$ cat config.mk
export PLATFORM = sky130hd
export DESIGN_NAME = muldiv_seq
export DESIGN_NICKNAME = d
export VERILOG_FILES = /design/src/rtl/muldiv_seq_pkg.sv /design/src/rtl/muldiv_step.sv /design/src/rtl/muldiv_seq.sv
export SDC_FILE = /design/constraint.sdc
export NUM_CORES = 1
export LEC_CHECK = 0
export ABC_AREA = 1
export BUFFER_PORTS_ARGS = -buffer_cell sky130_fd_sc_hd__buf_2
export CAP_MARGIN = 10
export CORE_ASPECT_RATIO = 1.2
export CORE_MARGIN = 8
export CORE_UTILIZATION = 40
export CTS_CLUSTER_SIZE = 8
export DETAILED_ROUTE_END_ITERATION = 10
export HOLD_SLACK_MARGIN = 0.02
export PLACE_DENSITY = 0.61
export RECOVER_POWER = 25
export SKIP_CTS_REPAIR_TIMING = 1
export SYNTH_ARGS = -nofsm -noshare
export SYNTH_HDL_FRONTEND = slang
export SYNTH_SLANG_ARGS = --single-unit
$ cat constraint.sdc
create_clock -name clk -period 5.4 [get_ports clk]
set_clock_uncertainty 0.05 [all_clocks]
set_input_delay 0.81 -clock clk [delete_from_list [all_inputs] [get_ports clk]]
set_output_delay 0.81 -clock clk [all_outputs]
set_load 0.02 [all_outputs]
$ cat src/rtl/muldiv_seq_pkg.sv
// Shared EX-stage definitions for the iterative multiply/divide sequencer.
// Command encodings must match the shared ALU.
package muldiv_seq_pkg;

  localparam int WORD_LEN    = 32;
  localparam int EXE_CMD_LEN = 4;
  localparam int CNT_W       = $clog2(WORD_LEN);

  localparam logic [EXE_CMD_LEN-1:0] EXE_ADD = 4'b0000;
  localparam logic [EXE_CMD_LEN-1:0] EXE_SUB = 4'b0010;

  localparam logic MD_OP_MUL        = 1'b0;
  localparam logic MD_OP_DIV        = 1'b1;
  localparam int   MD_OP_SIGNED_BIT = 1;

  typedef enum logic [1:0] {
    MD_IDLE = 2'd0,
    MD_RUN  = 2'd1,
    MD_DONE = 2'd2
  } md_state_e;

  function automatic logic [WORD_LEN-1:0] neg_word(input logic [WORD_LEN-1:0] v);
    return ~v + WORD_LEN'(1);
  endfunction

  function automatic logic [WORD_LEN-1:0] abs_word(input logic [WORD_LEN-1:0] v);
    return v[WORD_LEN-1] ? neg_word(v) : v;
  endfunction

endpackage

$ cat src/rtl/muldiv_step.sv
// One iteration of shift-add multiply / restoring divide: ALU operand
// selection and next {hi,lo} from the ALU result.
module muldiv_step
  import muldiv_seq_pkg::*;
(
  input  logic                   div_i,
  input  logic [WORD_LEN-1:0]    hi_i,
  input  logic [WORD_LEN-1:0]    lo_i,
  input  logic [WORD_LEN-1:0]    opnd_i,
  input  logic [WORD_LEN-1:0]    alu_result_i,
  output logic [WORD_LEN-1:0]    alu_a_o,
  output logic [WORD_LEN-1:0]    alu_b_o,
  output logic [EXE_CMD_LEN-1:0] alu_cmd_o,
  output logic [WORD_LEN-1:0]    hi_o,
  output logic [WORD_LEN-1:0]    lo_o
);

  logic [WORD_LEN-1:0] rem_sh_s;
  logic                take_s;
  logic                carry_s;

  assign rem_sh_s = {hi_i[WORD_LEN-2:0], lo_i[WORD_LEN-1]};

  // ALU operand selection; kept apart from the result path to avoid a false loop
  always_comb begin
    if (div_i) begin
      alu_a_o   = rem_sh_s;
      alu_b_o   = opnd_i;
      alu_cmd_o = EXE_SUB;
    end else begin
      alu_a_o   = hi_i;
      alu_b_o   = lo_i[0] ? opnd_i : '0;
      alu_cmd_o = EXE_ADD;
    end
  end

  // Next accumulator; the shifted-out remainder MSB forces a subtract
  always_comb begin
    take_s  = 1'b0;
    carry_s = 1'b0;
    if (div_i) begin
      take_s = hi_i[WORD_LEN-1] | (alu_result_i <= rem_sh_s);
      hi_o   = take_s ? alu_result_i : rem_sh_s;
      lo_o   = {lo_i[WORD_LEN-2:0], take_s};
    end else begin
      carry_s = (alu_result_i < hi_i);
      hi_o    = {carry_s, alu_result_i[WORD_LEN-1:1]};
      lo_o    = {alu_result_i[0], lo_i[WORD_LEN-1:1]};
    end
  end

endmodule

$ cat src/rtl/muldiv_seq.sv
// Iterative MULT/DIV sequencer borrowing the shared EX ALU for WORD_LEN cycles.
// Optional signed support: define MULDIV_SIGNED_EN.
module muldiv_seq
  import muldiv_seq_pkg::*;
(
  input  logic                   clk,
  input  logic                   rst,
  input  logic                   start_i,
  input  logic [1:0]             op_i,
  input  logic [WORD_LEN-1:0]    src_a_i,
  input  logic [WORD_LEN-1:0]    src_b_i,
  input  logic [WORD_LEN-1:0]    alu_result_i,
  output logic                   alu_own_o,
  output logic [WORD_LEN-1:0]    alu_a_o,
  output logic [WORD_LEN-1:0]    alu_b_o,
  output logic [EXE_CMD_LEN-1:0] alu_cmd_o,
  output logic                   stall_o,
  output logic                   done_o,
  output logic [WORD_LEN-1:0]    hi_o,
  output logic [WORD_LEN-1:0]    lo_o,
  output logic                   div_zero_o
);

  md_state_e           state_q;
  logic [CNT_W-1:0]    cnt_q;
  logic [WORD_LEN-1:0] hi_q, lo_q, opnd_q;
  logic                div_q, done_q, div_zero_q;

  logic [WORD_LEN-1:0]    a_in_s, b_in_s, hi_d, lo_d;
  logic [WORD_LEN-1:0]    step_a_s, step_b_s, step_hi_s, step_lo_s;
  logic [EXE_CMD_LEN-1:0] step_cmd_s;
  logic                   run_s, last_s;

`ifdef MULDIV_SIGNED_EN
  logic                    neg_main_q, neg_rem_q, sgn_s;
  logic [2*WORD_LEN-1:0]   prod_neg_s;
`else
  logic                    unused_sign_s;
  assign unused_sign_s = op_i[MD_OP_SIGNED_BIT];
`endif

  muldiv_step u_step (
    .div_i        (div_q),
    .hi_i         (hi_q),
    .lo_i         (lo_q),
    .opnd_i       (opnd_q),
    .alu_result_i (alu_result_i),
    .alu_a_o      (step_a_s),
    .alu_b_o      (step_b_s),
    .alu_cmd_o    (step_cmd_s),
    .hi_o         (step_hi_s),
    .lo_o         (step_lo_s)
  );

  assign run_s     = (state_q == MD_RUN);
  assign last_s    = (cnt_q == CNT_W'(WORD_LEN - 1));
  assign alu_own_o = run_s;
  assign alu_a_o   = run_s ? step_a_s : '0;
  assign alu_b_o   = run_s ? step_b_s : '0;
  assign alu_cmd_o = run_s ? step_cmd_s : EXE_ADD;
  assign stall_o   = run_s | (((state_q == MD_IDLE) | (state_q == MD_DONE)) & start_i);
  assign done_o    = done_q;
  assign hi_o      = hi_q;
  assign lo_o      = lo_q;
  assign div_zero_o = div_zero_q;

  // Operand magnitudes to latch on accept
  always_comb begin
`ifdef MULDIV_SIGNED_EN
    sgn_s = op_i[MD_OP_SIGNED_BIT];
    if (sgn_s) begin
      a_in_s = abs_word(src_a_i);
      b_in_s = abs_word(src_b_i);
    end else begin
      a_in_s = src_a_i;
      b_in_s = src_b_i;
    end
`else
    a_in_s = src_a_i;
    b_in_s = src_b_i;
`endif
  end

  // Step result, with sign fixup folded into the final RUN cycle
  always_comb begin
    hi_d = step_hi_s;
    lo_d = step_lo_s;
`ifdef MULDIV_SIGNED_EN
    prod_neg_s = ~{step_hi_s, step_lo_s} + (2*WORD_LEN)'(1);
    if (last_s && div_q) begin
      lo_d = neg_main_q ? neg_word(step_lo_s) : step_lo_s;
      hi_d = neg_rem_q ? neg_word(step_hi_s) : step_hi_s;
    end else if (last_s && neg_main_q) begin
      hi_d = prod_neg_s[2*WORD_LEN-1:WORD_LEN];
      lo_d = prod_neg_s[WORD_LEN-1:0];
    end else begin
      hi_d = step_hi_s;
      lo_d = step_lo_s;
    end
`endif
  end

  // Sequencer FSM, iteration counter and HI/LO state
  always_ff @(posedge clk) begin
    if (rst) begin
      state_q    <= MD_IDLE;
      cnt_q      <= '0;
      hi_q       <= '0;
      lo_q       <= '0;
      opnd_q     <= '0;
      div_q      <= 1'b0;
      done_q     <= 1'b0;
      div_zero_q <= 1'b0;
`ifdef MULDIV_SIGNED_EN
      neg_main_q <= 1'b0;
      neg_rem_q  <= 1'b0;
`endif
    end else begin
      case (state_q)
        MD_IDLE, MD_DONE: begin
          if (start_i) begin
            cnt_q      <= '0;
            div_q      <= (op_i[0] == MD_OP_DIV);
            div_zero_q <= 1'b0;
`ifdef MULDIV_SIGNED_EN
            neg_main_q <= sgn_s & (src_a_i[WORD_LEN-1] ^ src_b_i[WORD_LEN-1]);
            neg_rem_q  <= sgn_s & src_a_i[WORD_LEN-1];
`endif
            if ((op_i[0] == MD_OP_DIV) && (src_b_i == '0)) begin
              state_q    <= MD_DONE;
              done_q     <= 1'b1;
              hi_q       <= src_a_i;
              lo_q       <= {WORD_LEN{1'b1}};
              div_zero_q <= 1'b1;
            end else begin
              state_q <= MD_RUN;
              done_q  <= 1'b0;
              hi_q    <= '0;
              lo_q    <= (op_i[0] == MD_OP_DIV) ? a_in_s : b_in_s;
              opnd_q  <= (op_i[0] == MD_OP_DIV) ? b_in_s : a_in_s;
            end
          end else begin
            state_q <= MD_IDLE;
            done_q  <= 1'b0;
          end
        end
        MD_RUN: begin
          hi_q  <= hi_d;
          lo_q  <= lo_d;
          cnt_q <= cnt_q + CNT_W'(1);
          if (last_s) begin
            state_q <= MD_DONE;
            done_q  <= 1'b1;
          end else begin
            state_q <= MD_RUN;
            done_q  <= 1'b0;
          end
        end
        default: begin
          state_q <= MD_IDLE;
          done_q  <= 1'b0;
        end
      endcase
    end
  end

endmodule
; Word-level counts from Yosys, hierarchy flattened
; Cells that the tools add are included.
[totals]
reg_bits = 106
output_inout_bits = 136
word_cells = 56
input_bits = 101
[classes]
bitwise_logic = 5
n_reduce_logical = 8
n_eq_ne = 4
n_addsub = 1
n_lt_le_gt_ge = 2
mux = 28
[ops]
columns = op, n
row1 = 2-to-1 mux 32 bit, 14
row2 = one-hot mux 32 bit (2 select lines), 2
row3 = less-or-equal comparator 32 bit, 1
row4 = logical NOT 32 bit, 1
row5 = less-than comparator 32 bit, 1
row6 = one-hot mux 5 bit (2 select lines), 1
row7 = 2-to-1 mux 2 bit, 4
row8 = adder 5 x 1 -> 5 bit (second input constant), 1
row9 = equality test 5 bit (second input constant), 1
row10 = 2-to-1 mux 5 bit, 1
row11 = 2-to-1 mux 4 bit, 1
row12 = one-hot mux 2 bit (2 select lines), 1
row13 = AND reduction 2 bit, 2
row14 = 2-to-1 mux 1 bit, 3
row15 = OR 1 bit, 3
row16 = AND reduction 3 bit, 1
row17 = equality test 2 x 1 -> 1 bit (second input constant), 1
row18 = equality test 2 bit (second input constant), 1
row19 = logical NOT 2 bit, 1
row20 = != test 2 bit (second input constant), 1
row21 = one-hot mux 1 bit (2 select lines), 1
row22 = nonzero test 2 bit, 1
row23 = OR reduction 2 bit, 1
row24 = bitwise AND 1 bit, 1
row25 = 2 further kinds, 2

; Depth between registers and ports, before layout
; Gate-level depths: netlist (run 1).
[logic_depth]
word_depth = 5
depth_mapped = 20
mapped_depth_nobuf = 19

; Hierarchy
; From an unflattened synthesis (run 1), not the netlist that was laid out.
[unflattened]
cells_unflattened = 1755
area_unflattened_um2 = 9867.0
[by_module_without_submodules]
columns = mod, instances, cells_each, area_per_inst_um2
row1 = muldiv_seq, 1, 1085, 6454.9
row2 = muldiv_step, 1, 670, 3412.0

; Least setup slack after synthesis (run 1)
; Ideal clock, no wire load.
[synth_timing]
path_kind = reg2out
start = register state_q[1]
end = output port alu_b_o[22]
required_time_ns = 4.540
path_buffers = 2
arrival_ns = 1.679
path_slack_ns = 2.861
stages_incl_launch_ff = 6
cell_sequence = dfxtp_1 > nor2_2 > clkbuf_1 > clkbuf_1 > nand2_1 > nor2_1
[synth_between]
elab_chain_len = 2
[synth_lines]
columns = element, line_no
row1 = from (decl), muldiv_seq.sv:24  ; md_state_e state_q;
row2 = from (signal assigned), muldiv_seq.sv:106  ; state_q <= MD_IDLE;
row3 = from (signal assigned), muldiv_seq.sv:130  ; state_q <= MD_DONE;
row4 = from (signal assigned), muldiv_seq.sv:136  ; state_q <= MD_RUN;
row5 = equality test 2 x 1 -> 1 bit, muldiv_seq.sv:55  ; assign run_s = (state_q == MD_RUN);
row6 = named net alu_own_o, muldiv_seq.sv:13  ; output logic alu_own_o,
row7 = 2-to-1 mux 32 bit, muldiv_seq.sv:59  ; assign alu_b_o = run_s ? step_b_s : '0;
row8 = to (decl), muldiv_seq.sv:15  ; output logic [WORD_LEN-1:0] alu_b_o,
; The timed path passes the listed nets, and every way through them passes these cells.

; Final worst setup path (run 1)
[layout_timing]
start = register div_q
end = output port alu_b_o[4]
[layout_between]
elab_chain_len = 2
[layout_lines]
columns = element, line_no
row1 = from (decl), muldiv_seq.sv:27  ; logic div_q, done_q, div_zero_q;
row2 = from (signal assigned), muldiv_seq.sv:123  ; div_q <= (op_i[0] == MD_OP_DIV);
row3 = 2-to-1 mux 32 bit, muldiv_step.sv:26  ; if (div_i) begin
row4 = 2-to-1 mux 32 bit, muldiv_seq.sv:59
; Every way passes these cells.

==> flow_metrics.tcl, run 1 <==
set metrics [dict create \
    outcome "finished clean" \
    wl_met1_mm 13.9 \
    dieArea_um2 25800 \
    dr.pass1.iters 5 \
    grt_first_pass_wirelength_mm 49.8 \
    synth_top_cell_area_share_pct 25.1 \
    period_share_pct 61.0 \
    cts_tree "yes" \
    setup_viol_count_final 0 \
    startpoint_type "flip-flop" \
    synth_top_family_by_area "simple AND/OR/NAND/NOR gates" \
    p_leak_nw 4.51 \
    nFillCells 2325 \
    route.detailed.drc 0 \
    synth_edf_count 0 \
    r2r-end "hi_o[7]" \
    utilization_pct 46.9 \
    grt_max_degree 98 \
    power_mw 2.41 \
    synthMuxAreaShare_pct 0 \
    crit_path_end_kind "output port" \
    pwr-share-comb_pct 34.5 \
    cts_max_level 3 \
    final-max-slew-violation-count 0 \
    peakVddDrop_v 0.000137 \
    rows 58 \
    insertion_delay_ps 360 \
    maxCapViolations 0 \
    ant_nets 0 \
    crit_fanout 97 \
    ios 237 \
    rsz0062_at_grt "false" \
    highest_layer "met5" \
    wl_met2_mm 15.2 \
    grt_pass1_vias 9429 \
    syn_inst 1395 \
    cts_buffer_depth 2 \
    area_delta_synth_final_pct 16.4 \
    layout.nets 1711 \
    clock_sinks 105 \
    worst_hold_path_type "reg2reg" \
    achievable-frequency_mhz 304 \
    cp.required_ps 4540 \
    wl_met3_mm 1.90 \
    synth_top_cell_by_area "dfxtp_1" \
    cts_made_buffers 9 \
    power.internal_mw 1.43 \
    dieHeight_um 174 \
    swShare_pct 40.9 \
    rr_worst_depth 14 \
    avgViaCountPerCell 5.44 \
    io_buffers 232 \
    switchingPower_mw 0.985 \
    path_class "reg2out" \
    r2r-start "hi_o[10]" \
    dp_hpwl_mm 22.1 \
    synth-main-ff-cell "dfxtp_1" \
    avgSynthCellArea_um2 6.00 \
    yosysSeqAreaShare_pct 25.1 \
    start_util_pct 40.3 \
    cts_root_buffer "clkbuf_16" \
    drt-initial-drc-count 766 \
    endpoint "alu_b_o[4]" \
    synth-xor-area-share_pct 0 \
    routed_wl_mm 31.3 \
    coreArea_um2 20800 \
    arrival_ps 2430 \
    ys_ff_latch 105 \
    clkTransAtPathRegs_ps 70 \
    power_frac_clock_pct 27.3 \
    post_dp_cell_area_um2 9530 \
    syn_area_um2 8370 \
    grt_overflow 0 \
    slew_headroom_pct 32.3 \
    synthDistinctLibCells 33 \
    gp_congestion 0.835 \
    antenna_found_initial 2 \
    powerDensity_nw_per_um2 248 \
    layout-drive-gt1-share_pct 14.2 \
    synth_compound_area_share_pct 24.3 \
    seqPwrFrac_pct 38.3 \
    final_area_um2 9730 \
    critPathLaunch "div_q" \
    rrSetupSlack_ps 2320 \
    wl_per_cell_um 17.2 \
    synthAdderAreaFrac_pct 9.72 \
    final-hold-violation-count 0 \
    hp-start "cnt_q[3]" \
    yosysWarnings 0 \
    async_reset_ff_share_pct 0 \
    track_usage_pct 23.4 \
    num_vias 9906 \
    die_x_um 148 \
    synth-simple-area-share_pct 31.5 \
    tightest_slew_ps 1020 \
    min_period_ps 3290 \
    tns_ps 0 \
    ys_top_cells_by_area "dfxtp_1, nand2_1, a21oi_1" \
]
placed cells by master, fill, tap and decap left out, types with 2 or more instances in the layout:
cell,n
nor2_4,2
nor4_1,5
nor3_1,5
conb_1,3
clkbuf_16,9
clkinv_4,2
nor2_1,61
clkbuf_1,59
o21ai_0,117
o211ai_1,2
inv_2,7
buf_2,173
nand2_4,2
clkinv_2,2
ha_1,65
inv_1,82
nand4_1,4
nand2_2,4
a211oi_1,4
dfxtp_1,104
inv_6,2
a31oi_1,33
clkinvlp_4,2
nand3_1,124
a21oi_1,225
o21a_1,5
buf_4,11
nand2_1,427
power groups by stage:
stage | clock, mW | combinational [mW] | sequential, mW
floorplan | 0 | 0.535 | 0.967
global route | 0.697 | 0.936 | 0.935
global placement | 0 | 0.832 | 0.937
finish | 0.657 | 0.831 | 0.923
CTS | 0.670 | 0.846 | 0.921
detailed placement | 0 | 0.843 | 0.938
cell type report:
cell class              instances  area, um2  area share (%)
diodes                          1       2.50          0.0257
clock buffers                   9        225            2.31
clock inverters                 7       55.1           0.566
inverters                      90        339            3.48
multi-input cells            1096       5500            56.5
flip-flops and latches        105       2110            21.6
well taps                     270        338            3.47
repair buffers                243       1170            12.0
synth_stat cells (2+ instances only):
cell      count
buf_6         3
inv_2         5
a21oi_1     225
buf_4         3
a31oi_1      33
o211ai_1      2
o21a_1        5
nand4_1       4
buf_2        10
nor4_1        5
buf_1         7
clkbuf_1     83
o21ai_0     117
a211oi_1      4
ha_1         65
nand2_1     428
nand3_1     124
nor2_1       62
inv_1        85
dfxtp_1     105
nor3_1        5
nand2_4       2
nand2_2       3
state kept, by name (all words and copies together), names as in the netlist:
| signal | flops |
|---|---|
| hi_o | 32 |
| opnd_q | 32 |
| lo_o | 32 |
| state_q | 2 |
| cnt_q | 5 |
| div_zero_o | 1 |
| div_q | 1 |
critical path: stages, from the launching register on:
cell,delay [ps]
dfxtp_4,1000
nor2_2,300
buf_4,320
nor2_1,180
buf_2,190
per-layer routing:
layer  vias up  track usage, %
li1       4969               -
met1      4613            29.7
met2       300            39.9
met3        22            4.08
met4         2            6.34
met5         -               0
logic make-up after synthesis:
kind of cell,Yosys count
DFF,105
other,1
buffers and inverters,196
adders and majority gates,65
and+or+nand+nor,638
AOI/OAI and AO/OA,390
stage by stage:
stage                     std cells  hold slack, ps  setup slack [ps]
after floorplan                1397             386              2860
after global placement         1804             398              1890
after detailed placement       1804             409              1850
after CTS                      1820             420              2110
after global routing           1821             446              1910
final                          1821             430              2110
how the worst min path moves through the flow:
stage | cells after the start | end | slack (ps)
2_1_floorplan | 1 | cnt_q[3] | 390
3_3_place_gp | 1 | cnt_q[3] | 400
3_5_place_dp | 1 | cnt_q[3] | 410
4_1_cts | 1 | cnt_q[3] | 420
5_1_grt | 2 | cnt_q[4] | 450
6_report | 1 | cnt_q[3] | 430
(Power assumes the default switching activity.)
==> inputs of run 2 (changes only) <==
==> constraint.sdc (replaced) <==
create_clock -name clk -period 3.4 [get_ports clk]
set_clock_uncertainty 0.05 [all_clocks]
set_input_delay 0.51 -clock clk [delete_from_list [all_inputs] [get_ports clk]]
set_output_delay 0.51 -clock clk [all_outputs]
set_load 0.02 [all_outputs]
==> run 2 against run 1 <==
  * Register-to-register slack worse by 1500 ps
  * Count of clock-buffer cells in the layout up 1
  * Wire length down 0.25%
  * Final cell count up 0.27%
  * First-iteration DRC count down 8.2%
  * Sequential power up 58%
  * Cell area up 0.55%
  * Critical endpoint is now alu_a_o[3]
  * Critical path type unchanged
  * Clock power up 55%
  * Combinational power up 61%
  * Via count down 0.28%
  * Global-route usage about the same
  * Largest cell class unchanged
  * Hold slack worse by 44 ps
==> flow_metrics.tcl, run 2 (synthesis results as in run 1) <==
set metrics [dict create \
    outcome "finished clean" \
    crit_path_end_kind "output port" \
    instances_no_fill 1826 \
    grt_pass1_vias 9274 \
    rows 58 \
    period_share_pct 81.9 \
    utilization_pct 47.2 \
    startpoint_type "flip-flop" \
    drt-initial-drc-count 703 \
    final_common_cell "nand2_1" \
    insertion_delay_ps 350 \
    grt_max_degree 80 \
    place_inst 1809 \
    hold_ws_ps 385 \
    tightest_slew_ps 975 \
    max_stage_delay_ps 670 \
    swShare_pct 40.6 \
    cts_tree "yes" \
    die_x_um 148 \
    power_mw 3.82 \
    power_frac_clock_pct 26.7 \
    peakVddDrop_v 0.000222 \
    antenna_found_initial 1 \
    final_cell_mix "nand2_1, a21oi_1, buf_2, nand3_1, o21ai_0" \
    grt_first_pass_wirelength_mm 49.4 \
    slowest_stage "buf_4" \
    dieHeight_um 174 \
    area_delta_synth_final_pct 17.0 \
    crit_fanout 79 \
    rsz0062_at_grt "false" \
    achievable-frequency_mhz 359 \
    coreArea_um2 20800 \
    slew_headroom_pct 35.0 \
    cts_root_buffer "clkbuf_16" \
    clock_sinks 105 \
    pwr-share-comb_pct 35.1 \
    dieArea_um2 25800 \
    switchingPower_mw 1.55 \
    setup_viol_count_final 0 \
    dr.pass1.iters 5 \
    dp_hpwl_mm 22.5 \
    powerDensity_nw_per_um2 390 \
    seqPwrFrac_pct 38.2 \
    gp_congestion 0.843 \
    p_leak_nw 4.53 \
    ant_nets 0 \
    grt_overflow 0 \
    cts_max_level 3 \
    crit_chain "nor2_4, buf_4, o21ai_0, a21oi_1, buf_2" \
    wl_per_cell_um 17.1 \
    tns_ps 0 \
    io_buffers 232 \
    cts_buffer_depth 2 \
    arrival_ps 2220 \
    avgViaCountPerCell 5.41 \
    post_dp_cell_area_um2 9590 \
    path_class "reg2out" \
    final-hold-violation-count 0 \
    cts_made_buffers 9 \
    track_usage_pct 23.4 \
    maxCapViolations 0 \
    final_area_um2 9790 \
    num_vias 9878 \
    routed_wl_mm 31.3 \
    layout-drive-gt1-share_pct 14.4 \
    route.detailed.drc 0 \
    cp.required_ps 2840 \
    ios 237 \
    final-max-slew-violation-count 0 \
    start_util_pct 40.3 \
    pre_cts_ws_ps 686 \
    nFillCells 2344 \
    clkTransAtPathRegs_ps 80 \
    layout.nets 1716 \
    power.internal_mw 2.27 \
    setup_ws_ps 617 \
    min_period_ps 2780 \
    worst_hold_path_type "in2reg" \
]
run 2: power by group through the flow:
stage,registers (mW),clock network (mW),logic [mW]
finish,1.46,1.02,1.34
global route,1.48,1.09,1.51
CTS,1.45,1.05,1.37
detailed placement,1.48,0,1.36
global placement,1.48,0,1.34
floorplan,1.54,0,0.849
run 2: routing by layer:
metal  GRT usage [%]  share of wire, %  routed length (um)  vias up
met2            39.4                47               14800      317
met3            3.28               6.1                1900       41
met5               0                 0                   0        -
met4            7.88               2.2                 695        0
li1                -                 -                   -     4981
met1            30.0                44               13900     4539
run 2: cell type report:
cell class / count / area (um2) / area share, %
inverter: 90 / 339 / 3.46
timing repair buffer: 248 / 1230 / 12.6
tap: 270 / 338 / 3.45
multi-input combinational: 1096 / 5500 / 56.2
antenna: 1 / 2.50 / 0.0256
clock buffer: 10 / 229 / 2.34
sequential: 105 / 2110 / 21.5
clock inverter: 6 / 42.5 / 0.435
run 2: worst max-delay path: cells and delay by family, from the launching register on:
kind / cells / cell delay (ps)
simple gates: 1 / 130
buf+inv: 2 / 890
compound gates: 2 / 460
flops: 1 / 360
run 2: final timing paths:
path	from	end	slack, ps	depth (start not counted)
worst max-delay path	state_q[1]	alu_a_o[3]	620	5
worst min-delay path	src_b_i[6]	opnd_q[6]	390	3
worst max register to register	hi_o[12]	hi_o[4]	780	15
worst min register to register	cnt_q[4]	cnt_q[4]	420	2
